<file path="src/rtl/iir_inv_eq_pkg.sv">
// Shared widths, coefficient indices, FSM encoding and the adder helper
// for the 3-tap inverse equalizer.
package iir_inv_eq_pkg;

    localparam int DATA_W = 8;
    localparam int FRAC   = 4;
    localparam int PROD_W = 16;
    localparam int SUM_W  = 18;

    // coef_sel encodings; SEL_NONE is accepted on the bus but never writes
    localparam logic [1:0] SEL_G0   = 2'd0;
    localparam logic [1:0] SEL_G1   = 2'd1;
    localparam logic [1:0] SEL_G2   = 2'd2;
    localparam logic [1:0] SEL_NONE = 2'd3;

    typedef enum logic [1:0] {
        CFG   = 2'd0,
        RUN   = 2'd1,
        DRAIN = 2'd2
    } state_e;

    // Plain-vector state constants, bit-identical to state_e
    localparam logic [1:0] ST_CFG   = 2'd0;
    localparam logic [1:0] ST_RUN   = 2'd1;
    localparam logic [1:0] ST_DRAIN = 2'd2;

    // Sign-extend three products to the accumulator width and add them.
    // Three full-scale 16-bit products cannot overflow 18 bits.
    function automatic logic signed [SUM_W-1:0] sum3(
        input logic signed [PROD_W-1:0] a,
        input logic signed [PROD_W-1:0] b,
        input logic signed [PROD_W-1:0] c
    );
        logic signed [SUM_W-1:0] ea;
        logic signed [SUM_W-1:0] eb;
        logic signed [SUM_W-1:0] ec;
        ea = {{(SUM_W-PROD_W){a[PROD_W-1]}}, a};
        eb = {{(SUM_W-PROD_W){b[PROD_W-1]}}, b};
        ec = {{(SUM_W-PROD_W){c[PROD_W-1]}}, c};
        return ea + eb + ec;
    endfunction

endpackage

</file>
<file path="src/rtl/iir_inv_eq_sat.sv">
// Converts the Q8.8-scaled accumulator back to Q4.4: floor shift by FRAC,
// then clamp to the 8-bit signed range and flag any clamping.
module iir_inv_eq_sat
    import iir_inv_eq_pkg::*;
(
    input  logic [SUM_W-1:0]  sum,
    output logic [DATA_W-1:0] q,
    output logic              sat
);

    localparam int SH_W = SUM_W - FRAC;
    localparam logic signed [SH_W-1:0] SAT_MAX = SH_W'(127);
    localparam logic signed [SH_W-1:0] SAT_MIN = SH_W'(-128);

    // Dropping the low FRAC bits of a two's-complement value is a floor shift
    logic signed [SH_W-1:0] shifted_s;
    assign shifted_s = sum[SUM_W-1:FRAC];

    // Clamp to [-128, 127] and raise the flag when clamping happened
    always_comb begin
        q   = 8'h00;
        sat = 1'b0;
        if (shifted_s > SAT_MAX) begin
            q   = 8'h7F;
            sat = 1'b1;
        end else if (shifted_s < SAT_MIN) begin
            q   = 8'h80;
            sat = 1'b1;
        end else begin
            q   = shifted_s[DATA_W-1:0];
            sat = 1'b0;
        end
    end

endmodule

</file>
<file path="src/rtl/iir_inv_eq.sv">
// 3-tap inverse equalizer w[n] = g0*y[n] + g1*y[n-1] + g2*y[n-2] in Q4.4.
// Stage 1 registers the products, stage 2 registers the saturated sum.
// Coefficient changes while streaming go through shadow registers and are
// committed only once the pipeline has drained, with the history cleared.
module iir_inv_eq
    import iir_inv_eq_pkg::*;
(
    input  logic       clk,
    input  logic       rst,
    input  logic       coef_we,
    input  logic [1:0] coef_sel,
    input  logic [7:0] coef_data,
    input  logic       in_valid,
    output logic       in_ready,
    input  logic [7:0] in_data,
    output logic       out_valid,
    input  logic       out_ready,
    output logic [7:0] out_data,
    output logic       out_sat
);

    logic [1:0] state_r;

    logic signed [DATA_W-1:0] g0_r;
    logic signed [DATA_W-1:0] g1_r;
    logic signed [DATA_W-1:0] g2_r;
    logic signed [DATA_W-1:0] sh0_r;
    logic signed [DATA_W-1:0] sh1_r;
    logic signed [DATA_W-1:0] sh2_r;
    logic [2:0]               written_r;
    logic [2:0]               pending_r;

    logic signed [DATA_W-1:0] hist1_r;
    logic signed [DATA_W-1:0] hist2_r;
    logic                     s1_valid_r;
    logic signed [PROD_W-1:0] p0_r;
    logic signed [PROD_W-1:0] p1_r;
    logic signed [PROD_W-1:0] p2_r;

    logic signed [DATA_W-1:0] coef_s;
    logic signed [DATA_W-1:0] sample_s;
    logic [2:0]               sel_onehot_s;
    logic                     cwe_s;
    logic                     wr_sh_s;
    logic                     adv_s;
    logic                     in_xfer_s;
    logic                     drain_done_s;
    logic [2:0]               written_nxt_s;
    logic [2:0]               pend_nxt_s;
    logic signed [DATA_W-1:0] sh0_nxt_s;
    logic signed [DATA_W-1:0] sh1_nxt_s;
    logic signed [DATA_W-1:0] sh2_nxt_s;
    logic [SUM_W-1:0]         sum_s;
    logic [DATA_W-1:0]        sat_q_s;
    logic                     sat_flag_s;

    assign coef_s   = coef_data;
    assign sample_s = in_data;

    // Decode coef_sel to a one-hot write mask; index 3 selects nothing
    always_comb begin
        sel_onehot_s = 3'b000;
        case (coef_sel)
            SEL_G0:  sel_onehot_s = 3'b001;
            SEL_G1:  sel_onehot_s = 3'b010;
            SEL_G2:  sel_onehot_s = 3'b100;
            default: sel_onehot_s = 3'b000;
        endcase
    end

    assign cwe_s        = coef_we && (sel_onehot_s != 3'b000);
    assign wr_sh_s      = cwe_s && ((state_r == ST_RUN) || (state_r == ST_DRAIN));
    assign adv_s        = !out_valid || out_ready;
    assign in_ready     = (state_r == ST_RUN) && adv_s;
    assign in_xfer_s    = in_valid && in_ready;
    assign drain_done_s = (state_r == ST_DRAIN) && !s1_valid_r && !out_valid;

    // Next values of written/pending masks and shadows, including this cycle's write
    always_comb begin
        written_nxt_s = written_r | ((cwe_s && (state_r == ST_CFG)) ? sel_onehot_s : 3'b000);
        pend_nxt_s    = pending_r | (wr_sh_s ? sel_onehot_s : 3'b000);
        sh0_nxt_s     = (wr_sh_s && sel_onehot_s[0]) ? coef_s : sh0_r;
        sh1_nxt_s     = (wr_sh_s && sel_onehot_s[1]) ? coef_s : sh1_r;
        sh2_nxt_s     = (wr_sh_s && sel_onehot_s[2]) ? coef_s : sh2_r;
    end

    // Control FSM with active/shadow coefficient banks
    always_ff @(posedge clk or negedge rst) begin
        if (!rst) begin
            state_r   <= ST_CFG;
            g0_r      <= 8'sd0;
            g1_r      <= 8'sd0;
            g2_r      <= 8'sd0;
            sh0_r     <= 8'sd0;
            sh1_r     <= 8'sd0;
            sh2_r     <= 8'sd0;
            written_r <= 3'b000;
            pending_r <= 3'b000;
        end else begin
            case (state_r)
                ST_CFG: begin
                    if (cwe_s) begin
                        case (coef_sel)
                            SEL_G0:  g0_r <= coef_s;
                            SEL_G1:  g1_r <= coef_s;
                            SEL_G2:  g2_r <= coef_s;
                            default: g0_r <= g0_r;
                        endcase
                    end
                    written_r <= written_nxt_s;
                    if (written_nxt_s == 3'b111) begin
                        state_r <= ST_RUN;
                    end
                end
                ST_RUN: begin
                    if (wr_sh_s) begin
                        sh0_r     <= sh0_nxt_s;
                        sh1_r     <= sh1_nxt_s;
                        sh2_r     <= sh2_nxt_s;
                        pending_r <= pend_nxt_s;
                        state_r   <= ST_DRAIN;
                    end
                end
                ST_DRAIN: begin
                    sh0_r <= sh0_nxt_s;
                    sh1_r <= sh1_nxt_s;
                    sh2_r <= sh2_nxt_s;
                    if (drain_done_s) begin
                        if (pend_nxt_s[0]) g0_r <= sh0_nxt_s;
                        if (pend_nxt_s[1]) g1_r <= sh1_nxt_s;
                        if (pend_nxt_s[2]) g2_r <= sh2_nxt_s;
                        pending_r <= 3'b000;
                        state_r   <= ST_RUN;
                    end else begin
                        pending_r <= pend_nxt_s;
                    end
                end
                default: begin
                    state_r   <= ST_CFG;
                    pending_r <= 3'b000;
                end
            endcase
        end
    end

    // Stage 1: products and sample history; history restarts from zero after a commit
    always_ff @(posedge clk or negedge rst) begin
        if (!rst) begin
            s1_valid_r <= 1'b0;
            p0_r       <= 16'sd0;
            p1_r       <= 16'sd0;
            p2_r       <= 16'sd0;
            hist1_r    <= 8'sd0;
            hist2_r    <= 8'sd0;
        end else begin
            if (adv_s) begin
                s1_valid_r <= in_xfer_s;
            end
            if (in_xfer_s) begin
                p0_r <= g0_r * sample_s;
                p1_r <= g1_r * hist1_r;
                p2_r <= g2_r * hist2_r;
            end
            if (drain_done_s) begin
                hist1_r <= 8'sd0;
                hist2_r <= 8'sd0;
            end else if (in_xfer_s) begin
                hist2_r <= hist1_r;
                hist1_r <= sample_s;
            end
        end
    end

    assign sum_s = sum3(p0_r, p1_r, p2_r);

    iir_inv_eq_sat u_sat (
        .sum (sum_s),
        .q   (sat_q_s),
        .sat (sat_flag_s)
    );

    // Stage 2: output register, held while downstream stalls
    always_ff @(posedge clk or negedge rst) begin
        if (!rst) begin
            out_valid <= 1'b0;
            out_data  <= 8'h00;
            out_sat   <= 1'b0;
        end else if (adv_s) begin
            out_valid <= s1_valid_r;
            if (s1_valid_r) begin
                out_data <= sat_q_s;
                out_sat  <= sat_flag_s;
            end
        end
    end

endmodule

</file>
<file path="config.mk">
export PLATFORM = sky130hd
export DESIGN_NAME = iir_inv_eq
export DESIGN_NICKNAME = d
export VERILOG_FILES = /design/src/rtl/iir_inv_eq_pkg.sv /design/src/rtl/iir_inv_eq_sat.sv /design/src/rtl/iir_inv_eq.sv
export SDC_FILE = /design/constraint.sdc
export NUM_CORES = 1
export LEC_CHECK = 0
export ABC_AREA = 1
export BUFFER_PORTS_ARGS = -buffer_cell sky130_fd_sc_hd__buf_2
export CAP_MARGIN = 15
export CORE_MARGIN = 5
export CORE_UTILIZATION = 49
export DETAILED_ROUTE_END_ITERATION = 10
export SETUP_SLACK_MARGIN = 0.5
export SLEW_MARGIN = 20
export SYNTH_ARGS = -nofsm -noshare
export SYNTH_HDL_FRONTEND = slang
export SYNTH_HIERARCHICAL = 1
export SYNTH_SLANG_ARGS = --single-unit
export TNS_END_PERCENT = 30
</file>
<file path="constraint.sdc">
create_clock -name clk -period 6.3 [get_ports clk]
set_clock_uncertainty 0.1 [all_clocks]
set_input_delay 0.315 -clock clk [delete_from_list [all_inputs] [get_ports clk]]
set_output_delay 0.315 -clock clk [all_outputs]
set_load 0.005 [all_outputs]
</file>
### Yosys cells after proc, flatten, opt, wreduce, memory -nomap -nowiden

Cells that the tools add are included.

* add/sub/neg operators: 2
* multipliers: 3
* divide/modulo/power cells: 0
* magnitude comparators: 2
* eq/ne operators: 15
* shifts and indexed selects: 0
* mux-type cells: 42
* bitwise gates (word level): 3
* reduce and logical (&&, ||, !) cells: 27

Operator list (number)
* two-way mux 8 bit: 24
* one-hot mux 8 bit (2 select lines): 6
* multiplier 8 x 8 -> 16 bit: 3
* adder 17 x 16 -> 18 bit: 1
* one-hot mux 3 bit (3 select lines): 2
* adder 16 x 16 -> 17 bit: 1
* AND reduction 5 bit: 3
* > comparator 14 x 8 -> 1 bit (second input constant): 1
* < comparator 14 x 8 -> 1 bit (second input constant): 1
* two-way mux 3 bit: 4
* inequality test 2 bit (second input constant): 6
* logical AND 1 bit: 10
* inequality test 2 x 1 -> 1 bit (second input constant): 4
* two-way mux 2 bit: 3
* OR 3 bit: 2
* one-hot mux 2 bit (3 select lines): 1
* AND reduction 2 bit: 3
* nonzero test 2 bit: 3
* equality test 2 x 1 -> 1 bit (second input constant): 2
* equality test 2 bit (second input constant): 2
* zero test 2 bit: 2
* equality test 3 bit (second input constant): 1
* AND reduction 3 bit: 1
* nonzero test 3 bit: 1
* 4 further kinds: 7

* register bits: 131
* bits in latches: 0
* bits in writable memories: 0
* ROM bits: 0
* output and inout port bits: 11
* word-level logic and storage cells: 112
* memories: 0

### Logic depth before layout (Yosys ltp)

Gate-level depths: netlist of the first run.

* depth in word-level cells: 10
* depth in mapped cells: 23
* depth with buffers taken out: 22

### Modules after synthesis

The synthesis of the first run kept the hierarchy.

By module, submodules not included
* iir_inv_eq: instances 1, cells each 1953, area each 15025.7 sq um
* iir_inv_eq_sat: instances 1, cells each 29, area each 122.6 sq um

### Worst setup path before layout of the first run

OpenSTA, ideal clock, no wires.

* path type: reg-to-reg
* start point: register g1_r[0]
* end point: register p1_r[10]
* library setup time: 0.133 ns
* data arrival time: 4.057 ns
* setup slack: 2.010 ns
* stages on the path, launching flop included: 16
* buffers on the path: 1
* cell sequence: dfrtp_1 > clkbuf_1 > or2_2 > fa_1 > fa_1 > inv_1 > fa_1 > inv_1 > fa_1 > inv_1 > ha_1 > a21oi_1 > o21ai_0 > a21oi_1 > xor2_1 > o21ai_0

* cells in the longest elaborated chain, start to end: 1

RTL lines
* from (decl): line iir_inv_eq.sv:25 `logic signed [DATA_W-1:0] g1_r;`
* from (signal assigned): line iir_inv_eq.sv:105 `SEL_G1: g1_r <= coef_s;`
* from (signal assigned): line iir_inv_eq.sv:130 `if (pend_nxt_s[1]) g1_r <= sh1_nxt_s;`
* multiplier 8 x 8 -> 16 bit: line iir_inv_eq.sv:161 `p1_r <= g1_r * hist1_r;`
* to (signal assigned): line iir_inv_eq.sv:161
* to (decl): line iir_inv_eq.sv:37 `logic signed [PROD_W-1:0] p1_r;`

Every way passes these cells.
A chain may end at the register's enable or synchronous reset.

### Worst setup path after layout of the first run

* start point: register hist1_r[7]
* end point: register p1_r[12]

* cells in the longest elaborated chain, start to end: 1

RTL lines
* from (decl): line iir_inv_eq.sv:33 `logic signed [DATA_W-1:0] hist1_r;`
* from (signal assigned): line iir_inv_eq.sv:169 `hist1_r <= sample_s;`
* multiplier 8 x 8 -> 16 bit: line iir_inv_eq.sv:161

Every way passes these cells.

==> results of run 1 <==
## per-stage QoR
stage	std cells	worst slack (ns)
finish	2367	1.73
global route	2367	1.48
CTS	2366	1.73
detailed placement	2333	1.74
global placement	2333	1.82
floorplan	1979	2.01
## layer usage
| layer | part of all wire, % | GRT usage, % | vias up |
|---|---|---|---|
| met5 | 0 | 0 | - |
| met2 | 48 | 35.2 | 157 |
| met1 | 48 | 28.3 | 5461 |
| li1 | - | - | 5821 |
| met3 | 2.7 | 2.64 | 26 |
| met4 | 1.4 | 4.49 | 0 |
## worst max-delay path: cells and delay by family, from the launching register on
kind / cells / cell delay (ns)
adders and majority gates: 5 / 2.45
AOI/OAI and AO/OA: 1 / 0.34
DFF: 1 / 0.40
and+or+nand+nor: 7 / 0.84
buffers and inverters: 4 / 0.30
## worst paths after layout
check                                    end  cells past startpoint         start
min in group asynchronous           p1_r[14]                      2           rst
worst min-delay path               out_valid                      4     out_ready
worst max register to register      p1_r[12]                     17    hist1_r[7]
worst max-delay path                p1_r[12]                     17    hist1_r[7]
max in group asynchronous            g1_r[2]                      3           rst
worst min register to register  written_r[0]                      2  written_r[0]
## final cells by class
class,instances,share of cell area (%)
well taps,396,3.09
clock inverters,14,0.880
clock buffers,18,2.67
inverters,506,11.8
multi-input cells,1265,59.7
repair buffers,37,1.42
flip-flops and latches,131,20.4
==> results.md, run 1 <==
- Reg2reg setup slack: 1.73 ns
- WP data arrival: 4.78 ns
- Post-synth net total: 2291
- Largest net degree at the start of global routing: 81
- Boundary pin count: 34
- Crit path time final: 4.57 ns
- Initial antenna violation count: 0
- Residual DRC: 0
- Number of DRC markers in iteration 0: 543
- RSZ-0062 raised after global routing: no
- Post-CTS Setup Inserts: 0
- Most frequent cells in the layout: 541 x nand2_1, 497 x inv_1, 182 x fa_1
- Routed length per instance: 14.2 um
- Max Cap Viol: 0
- Final-layout fill cell count: 2935
- Post-cts resize count: 0
- Die height: 186 um
- CP Capture Type: flop
- Clk Latency, worst-skew pair: 0.43 ns
- Via count: 11465
- All-Layer GR Usage: 20.6%
- Setup TNS: 0 ns
- Status: completed
- CTS tree: yes
- Kind of start point of the critical path: flop
- Starting Density: 49.6%
- Hold buffers post-CTS: 1
- Vias in the first global route: 11601
- CORE AREA: 30500 um^2
- Syn_area_per_cell: 7.65 um^2
- Vias per cell: 4.84
- FP Rows: 64
- Final Cell Area: 16100 um^2
- DIE AREA: 34500 um^2
- Worst slew margin: 48.0%
- Final WL: 33.7 mm
- DP HPWL: 27.6 mm
- Crit-path max FO: 9
- Gpl congestion: 0.890
- Worst-Margin Slew: 0.780 ns
- Die X: 186 um
- Peak Freq: 219 MHz
- First-pass GRT wire length: 57.3 mm
- Most common cell after layout, fill and taps aside: nand2_1
- Clk slew on worst S/H paths: 0.06 ns
- Clock Tree Buf Depth: 2
- Slowest cell delay on critical path: 0.55 ns
- 1st-pass router iterations: 5
- Synth Cell Area: 15100 um^2
- Register area: 3280 um^2
- Routed Antenna Nets: 0
- Clk root buf: clkbuf_16
- Hold WS: 0.0769 ns
- Crit path required time: 6.51 ns
- CP Cell Sequence: inv_1 -> or2_2 -> fa_1 -> fa_1 -> inv_1 -> fa_1 -> inv_1 -> fa_1 -> inv_1 -> ha_1 -> nand2_1 -> o21ai_0 -> nand3_1 -> nand2_1 -> nand2_1 -> nand3_1 -> nand2_1
- Final hold vios: 0
- Num CTS Buffers: 17
- Area occupied by multi-input gates: 9580 um^2
- Layout area overhead: 6.12%
- Layout Utilization: 52.6%
- Slowest CP cell: fa_1
- Fraction of layout instances using a drive strength above 1: 6.49%
- Grt ovf: 0
- Slew Viols, Final: 0
- Yosys Warn Count: 6
- Top Registers: p0_r (16), p1_r (16), p2_r (16)
- # setup viols final: 0
- Placed instance area: 15400 um^2
- H-tree depth: 4
- Final nets: 2270
- Setup CP Type: flop to flop
- # clock sinks: 131
- Antenna diodes: 0
- Gate Count Post-Synth: 1979
- Fin crit share: 72.5%
- I/O Buffers: 33
- Hold Path Class: primary input to flop
Power of run 1 is left out: the tool's default activity adds up to more than one toggle a clock period on the data nets, which glitch-free logic cannot reach.
==> inputs of run 2 (changes only) <==
==> constraint.sdc (replaced) <==
create_clock -name clk -period 4.72 [get_ports clk]
set_clock_uncertainty 0.1 [all_clocks]
set_input_delay 0.236 -clock clk [delete_from_list [all_inputs] [get_ports clk]]
set_output_delay 0.236 -clock clk [all_outputs]
set_load 0.005 [all_outputs]
==> results.md, run 2 (same netlist as run 1, synthesis figures left out) <==
- Routed length per instance: 14.8 um (+4.0%)
- Crit-path max FO: 6 (-3)
- Number of DRC markers in iteration 0: 588 (+8.3%)
- Worst slew margin: 38.6% (-9.4 points)
- # clock sinks: 131 (unchanged)
- Final WL: 35.9 mm (+6.8%)
- Final hold vios: 0 (unchanged)
- Crit path time final: 4.10 ns (-0.468 ns)
- H-tree depth: 4 (unchanged)
- Final-layout fill cell count: 2843 (-3.1%)
- Reg2reg setup slack: 0.62 ns (-1.11 ns)
- Slew Viols, Final: 0 (unchanged)
- Starting Density: 49.6% (unchanged)
- Initial antenna violation count: 0 (unchanged)
- Worst-Margin Slew: 0.921 ns (+0.141 ns)
- # setup viols final: 0 (unchanged)
- RSZ-0062 raised after global routing: yes
- Setup TNS: 0 ns (unchanged)
- CP Capture Type: flop
- Hold Path Class: primary input to flop
- Most frequent cells in the layout: 507 x nand2_1, 467 x inv_1, 177 x fa_1
- Layout area overhead: 14.4%
- Clock Tree Buf Depth: 2 (unchanged)
- DIE AREA: 34500 um^2 (unchanged)
- First-pass GRT wire length: 60.0 mm (+4.7%)
- Setup CP Type: flop to flop
- Grt ovf: 0 (unchanged)
- Peak Freq: 244 MHz (+11%)
- Gpl congestion: 0.855 (-4.0%)
- Final nets: 2333 (+2.8%)
- Kind of start point of the critical path: flop
- Via count: 11928 (+4.0%)
- Vias per cell: 4.91 (+1.3%)
- Die X: 186 um (unchanged)
- Boundary pin count: 34 (unchanged)
- Antenna diodes: 0 (unchanged)
- Fraction of layout instances using a drive strength above 1: 17.9% (+11 points)
- 1st-pass router iterations: 5 (unchanged)
- Layout Utilization: 56.7% (+4.1 points)
- Vias in the first global route: 12195 (+5.1%)
- Crit path required time: 4.94 ns (-1.57 ns)
- Most common cell after layout, fill and taps aside: nand2_1
- FP Rows: 64 (unchanged)
- CORE AREA: 30500 um^2 (unchanged)
- WP data arrival: 4.31 ns (-0.47 ns)
- Largest net degree at the start of global routing: 94 (+16%)
- Clk slew on worst S/H paths: 0.07 ns (about the same)
- Clk root buf: clkbuf_16
- Clk Latency, worst-skew pair: 0.43 ns (about the same)
- Routed Antenna Nets: 0 (unchanged)
- DP HPWL: 28.5 mm (+3.0%)
- Num CTS Buffers: 17 (unchanged)
- Status: completed
- Residual DRC: 0 (unchanged)
- Top Registers: p0_r (16), p1_r (16), p2_r (16)
- All-Layer GR Usage: 21.7% (+1.1 points)
- Max Cap Viol: 0 (unchanged)
- Die height: 186 um (unchanged)
- I/O Buffers: 33 (unchanged)
- Fin crit share: 86.8% (+14 points)
- CTS tree: yes
[run 2: cell count changes in the layout (fill, tap and decap cells not counted), moves of 24 or more]
cell / change
nand2_2: +24
inv_1: -30
dfrtp_2: +27
inv_2: +28
buf_4: +50
ha_1: -27
nand2_1: -34
dfrtp_1: -27
[run 2: what timing repair did]
item | in CTS | in global routing
hold endpoints to repair | 92 | 0
endpoints found under the setup margin | 20 | 25
hold buffers | 1 | 0
buffers inserted | 9 | 40
pin swaps | 8 | 76
gates resized for setup | 38 | 192
[run 2: worst max-delay path, stage by stage, from the launching register on]
cell and delay, ns:
dfrtp_2 0.42, buf_4 0.14, nand2_1 0.06, inv_1 0.05, fa_1 0.54, inv_2 0.04
fa_1 0.57, inv_2 0.04, fa_1 0.47, inv_1 0.05, fa_1 0.49, inv_2 0.05
ha_4 0.32, nand2_4 0.08, nor2_4 0.11, nand3_2 0.09, nand3_2 0.11, nand3_2 0.08
nand3_2 0.08, nand2_1 0.07
[run 2: area by class of cell]
class	count	area, um^2	area share [%]
Clock inverter	14	143	0.824
Timing Repair Buffer	100	729	4.21
Sequential cell	131	3310	19.1
Inverter	506	1910	11.0
Clock buffer	18	439	2.54
Multi-Input combinational cell	1265	10300	59.4
Tap cell	396	495	2.86
[run 2: worst paths after layout]
| path | start | end | cells after the start |
|---|---|---|---|
| setup / recovery | hist2_r[4] | p2_r[15] | 19 |
| hold reg to reg | written_r[1] | written_r[1] | 2 |
| setup reg to reg | hist2_r[4] | p2_r[15] | 19 |
| hold / removal | coef_data[4] | g0_r[4] | 3 |
| max in group asynchronous | rst | g1_r[4] | 3 |
| min in group asynchronous | rst | p0_r[11] | 2 |
[run 2: layer usage]
metal  vias to the layer above  routed length, um  global-route usage, %
met2                       202              17400                   37.2
met3                        40               1200                   2.74
li1                       5943                  -                      -
met1                      5743              16500                   29.4
met4                         0                875                   5.36
met5                         -                  0                      0
[run 2: stage by stage]
| stage | hold slack (ns) | instance area (um^2) | setup WS (ns) | cells |
|---|---|---|---|---|
| 6_report | 0.0400 | 17300 | 0.621 | 2430 |
| 5_1_grt | 0.0373 | 17300 | 0.443 | 2430 |
| 4_1_cts | 0.0252 | 16400 | 0.471 | 2390 |
| 3_5_place_dp | 0.310 | 15600 | 0.205 | 2348 |
| 3_3_place_gp | 0.295 | 15600 | 0.253 | 2348 |
| 2_1_floorplan | -0.160 | 15100 | 0.479 | 1979 |
Power of run 2 is left out for the same reason.
==> inputs of run 3 (changes only) <==
--- a/config.mk
+++ b/config.mk
@@ -11,6 +11,7 @@
 export CORE_MARGIN = 5
 export CORE_UTILIZATION = 49
 export DETAILED_ROUTE_END_ITERATION = 10
+export PLACE_DENSITY = 0.64
 export SETUP_SLACK_MARGIN = 0.5
 export SLEW_MARGIN = 20
 export SYNTH_ARGS = -nofsm -noshare
==> results.md, run 3 (same netlist as run 1, synthesis figures left out) <==
- Initial antenna violation count: 0 (unchanged)
- CP Capture Type: flop
- Num CTS Buffers: 17 (unchanged)
- FP Rows: 64 (unchanged)
- Final-layout fill cell count: 2789 (-1.9%)
- H-tree depth: 4 (unchanged)
- Largest net degree at the start of global routing: 97 (+3.2%)
- Met1 Use GR: 29.0% (-0.46 points)
- Starting Density: 49.6% (unchanged)
- Kind of start point of the critical path: flop
- WP data arrival: 4.37 ns (+0.06 ns)
- Clk slew on worst S/H paths: 0.06 ns (about the same)
- Max Cap Viol: 0 (unchanged)
- Hold Path Class: primary input to flop
- DIE AREA: 34500 um^2 (unchanged)
- Final hold vios: 0 (unchanged)
- Vias per cell: 4.93 (+0.40%)
- Critical path buffers and inverters: 4 (-2)
- First-pass GRT wire length: 57.8 mm (-3.7%)
- Setup TNS: 0 ns (unchanged)
- Vias in the first global route: 11860 (-2.7%)
- Gpl congestion: 0.905 (+5.8%)
- Register area: 3310 um^2 (about the same)
- DP HPWL: 27.5 mm (-3.2%)
- Crit path required time: 4.92 ns (-0.02 ns)
- Layout area overhead: 13.1%
- Most frequent cells in the layout: 518 x nand2_1, 480 x inv_1, 176 x fa_1
- Peak Freq: 240 MHz (-1.6%)
- Crit-path max FO: 8 (+2)
- Die height: 186 um (unchanged)
- Worst slew margin: 38.7% (+0.064 points)
- 1st-pass router iterations: 6 (+1)
- Residual DRC: 0 (unchanged)
- Area occupied by multi-input gates: 10100 um^2 (-1.4%)
- Boundary pin count: 34 (unchanged)
- Clock Tree Buf Depth: 2 (unchanged)
- Final WL: 35.1 mm (-2.2%)
- RSZ-0062 raised after global routing: yes
- Clk Latency, worst-skew pair: 0.43 ns (about the same)
- # setup viols final: 0 (unchanged)
- Slowest cell delay on critical path: 0.53 ns (-0.04 ns)
- Die X: 186 um (unchanged)
- CP Cell Sequence: nand2_4 -> fa_2 -> buf_4 -> fa_1 -> inv_1 -> fa_1 -> inv_1 -> fa_1 -> inv_1 -> ha_4 -> nand2_2 -> nor2_2 -> nand3_1 -> nand3_1 -> nand2_1 -> nand3_1 -> nand2_1
- Crit path time final: 4.16 ns (+0.0659 ns)
- Routed length per instance: 14.5 um (-1.9%)
- # clock sinks: 131 (unchanged)
- CORE AREA: 30500 um^2 (unchanged)
- Clk root buf: clkbuf_16
- Slew Viols, Final: 0 (unchanged)
- Global Route met3 Usage: 2.58% (-0.16 points)
- Number of DRC markers in iteration 0: 728 (+24%)
- Routed Antenna Nets: 0 (unchanged)
- Via count: 11936 (+0.067%)
- I/O Buffers: 33 (unchanged)
- Met2 Resource Use GR: 34.1% (-3.1 points)
- Most common cell after layout, fill and taps aside: nand2_1
- Slowest CP cell: fa_2
- GR peak layer: met2
- All-Layer GR Usage: 20.7% (-1.0 points)
- Final nets: 2326 (-0.30%)
- Top Registers: p0_r (16), p1_r (16), p2_r (16)
- Worst-Margin Slew: 0.920 ns (-0.000962 ns)
- Fraction of layout instances using a drive strength above 1: 15.7% (-2.2 points)
- Setup CP Type: flop to flop
- CTS tree: yes
- Antenna diodes: 0 (unchanged)
- Status: completed
- Fin crit share: 88.2% (+1.4 points)
- Grt ovf: 0 (unchanged)
- CP delay by family, top: adder cells
## run 3: worst paths after layout
| kind | end | start | slack (ns) | depth (start not counted) |
|---|---|---|---|---|
| max | p2_r[13] | g2_r[7] | 0.56 | 17 |
| max reg2reg | p2_r[13] | g2_r[7] | 0.56 | 17 |
| min reg2reg | written_r[2] | written_r[2] | 0.36 | 2 |
| min in group asynchronous | p0_r[11] | rst | 0.37 | 2 |
| max in group asynchronous | g0_r[6] | rst | 3.03 | 3 |
| min | out_valid | out_ready | 0.02 | 4 |
## run 3: cell type report
class                   count  area share, %
clock buffers              17           2.49
clock inverters            14           1.11
inverters                 506           11.1
multi-input cells        1265           59.3
flip-flops and latches    131           19.4
well taps                 396           2.90
repair buffers             93           3.74
## run 3: worst min-delay path, stage by stage
cell	delay (ns)
buf_2	0.08
nor2_1	0.04
inv_1	0.09
nand2_1	0.05
## run 3: stage by stage
stage	util, %	hold WS [ns]	setup WS [ns]	cells	area [um^2]
after floorplan	-	-0.160	0.479	1979	15100
after global placement	51.0	0.304	0.306	2347	15600
after detailed placement	51.0	0.312	0.219	2347	15600
after CTS	53.5	0.00885	0.422	2388	16300
after global routing	56.1	0.0777	0.409	2422	17100
final	56.1	0.0194	0.555	2422	17100
## run 3: routing by layer
layer,vias to the layer above,wire length (um)
met4,0,1000
met5,-,0
li1,5939,-
met2,225,16600
met1,5712,16300
met3,60,1270
## run 3: what timing repair did
item                       CTS  global route
buffers inserted             9            34
hold buffers                 1             0
pin swaps                    6            64
gates resized for setup     25           152
hold endpoints to repair    95             0
cloned                       0             0
setup endpoints to repair   19            25
Power of run 3 is left out for the same reason.
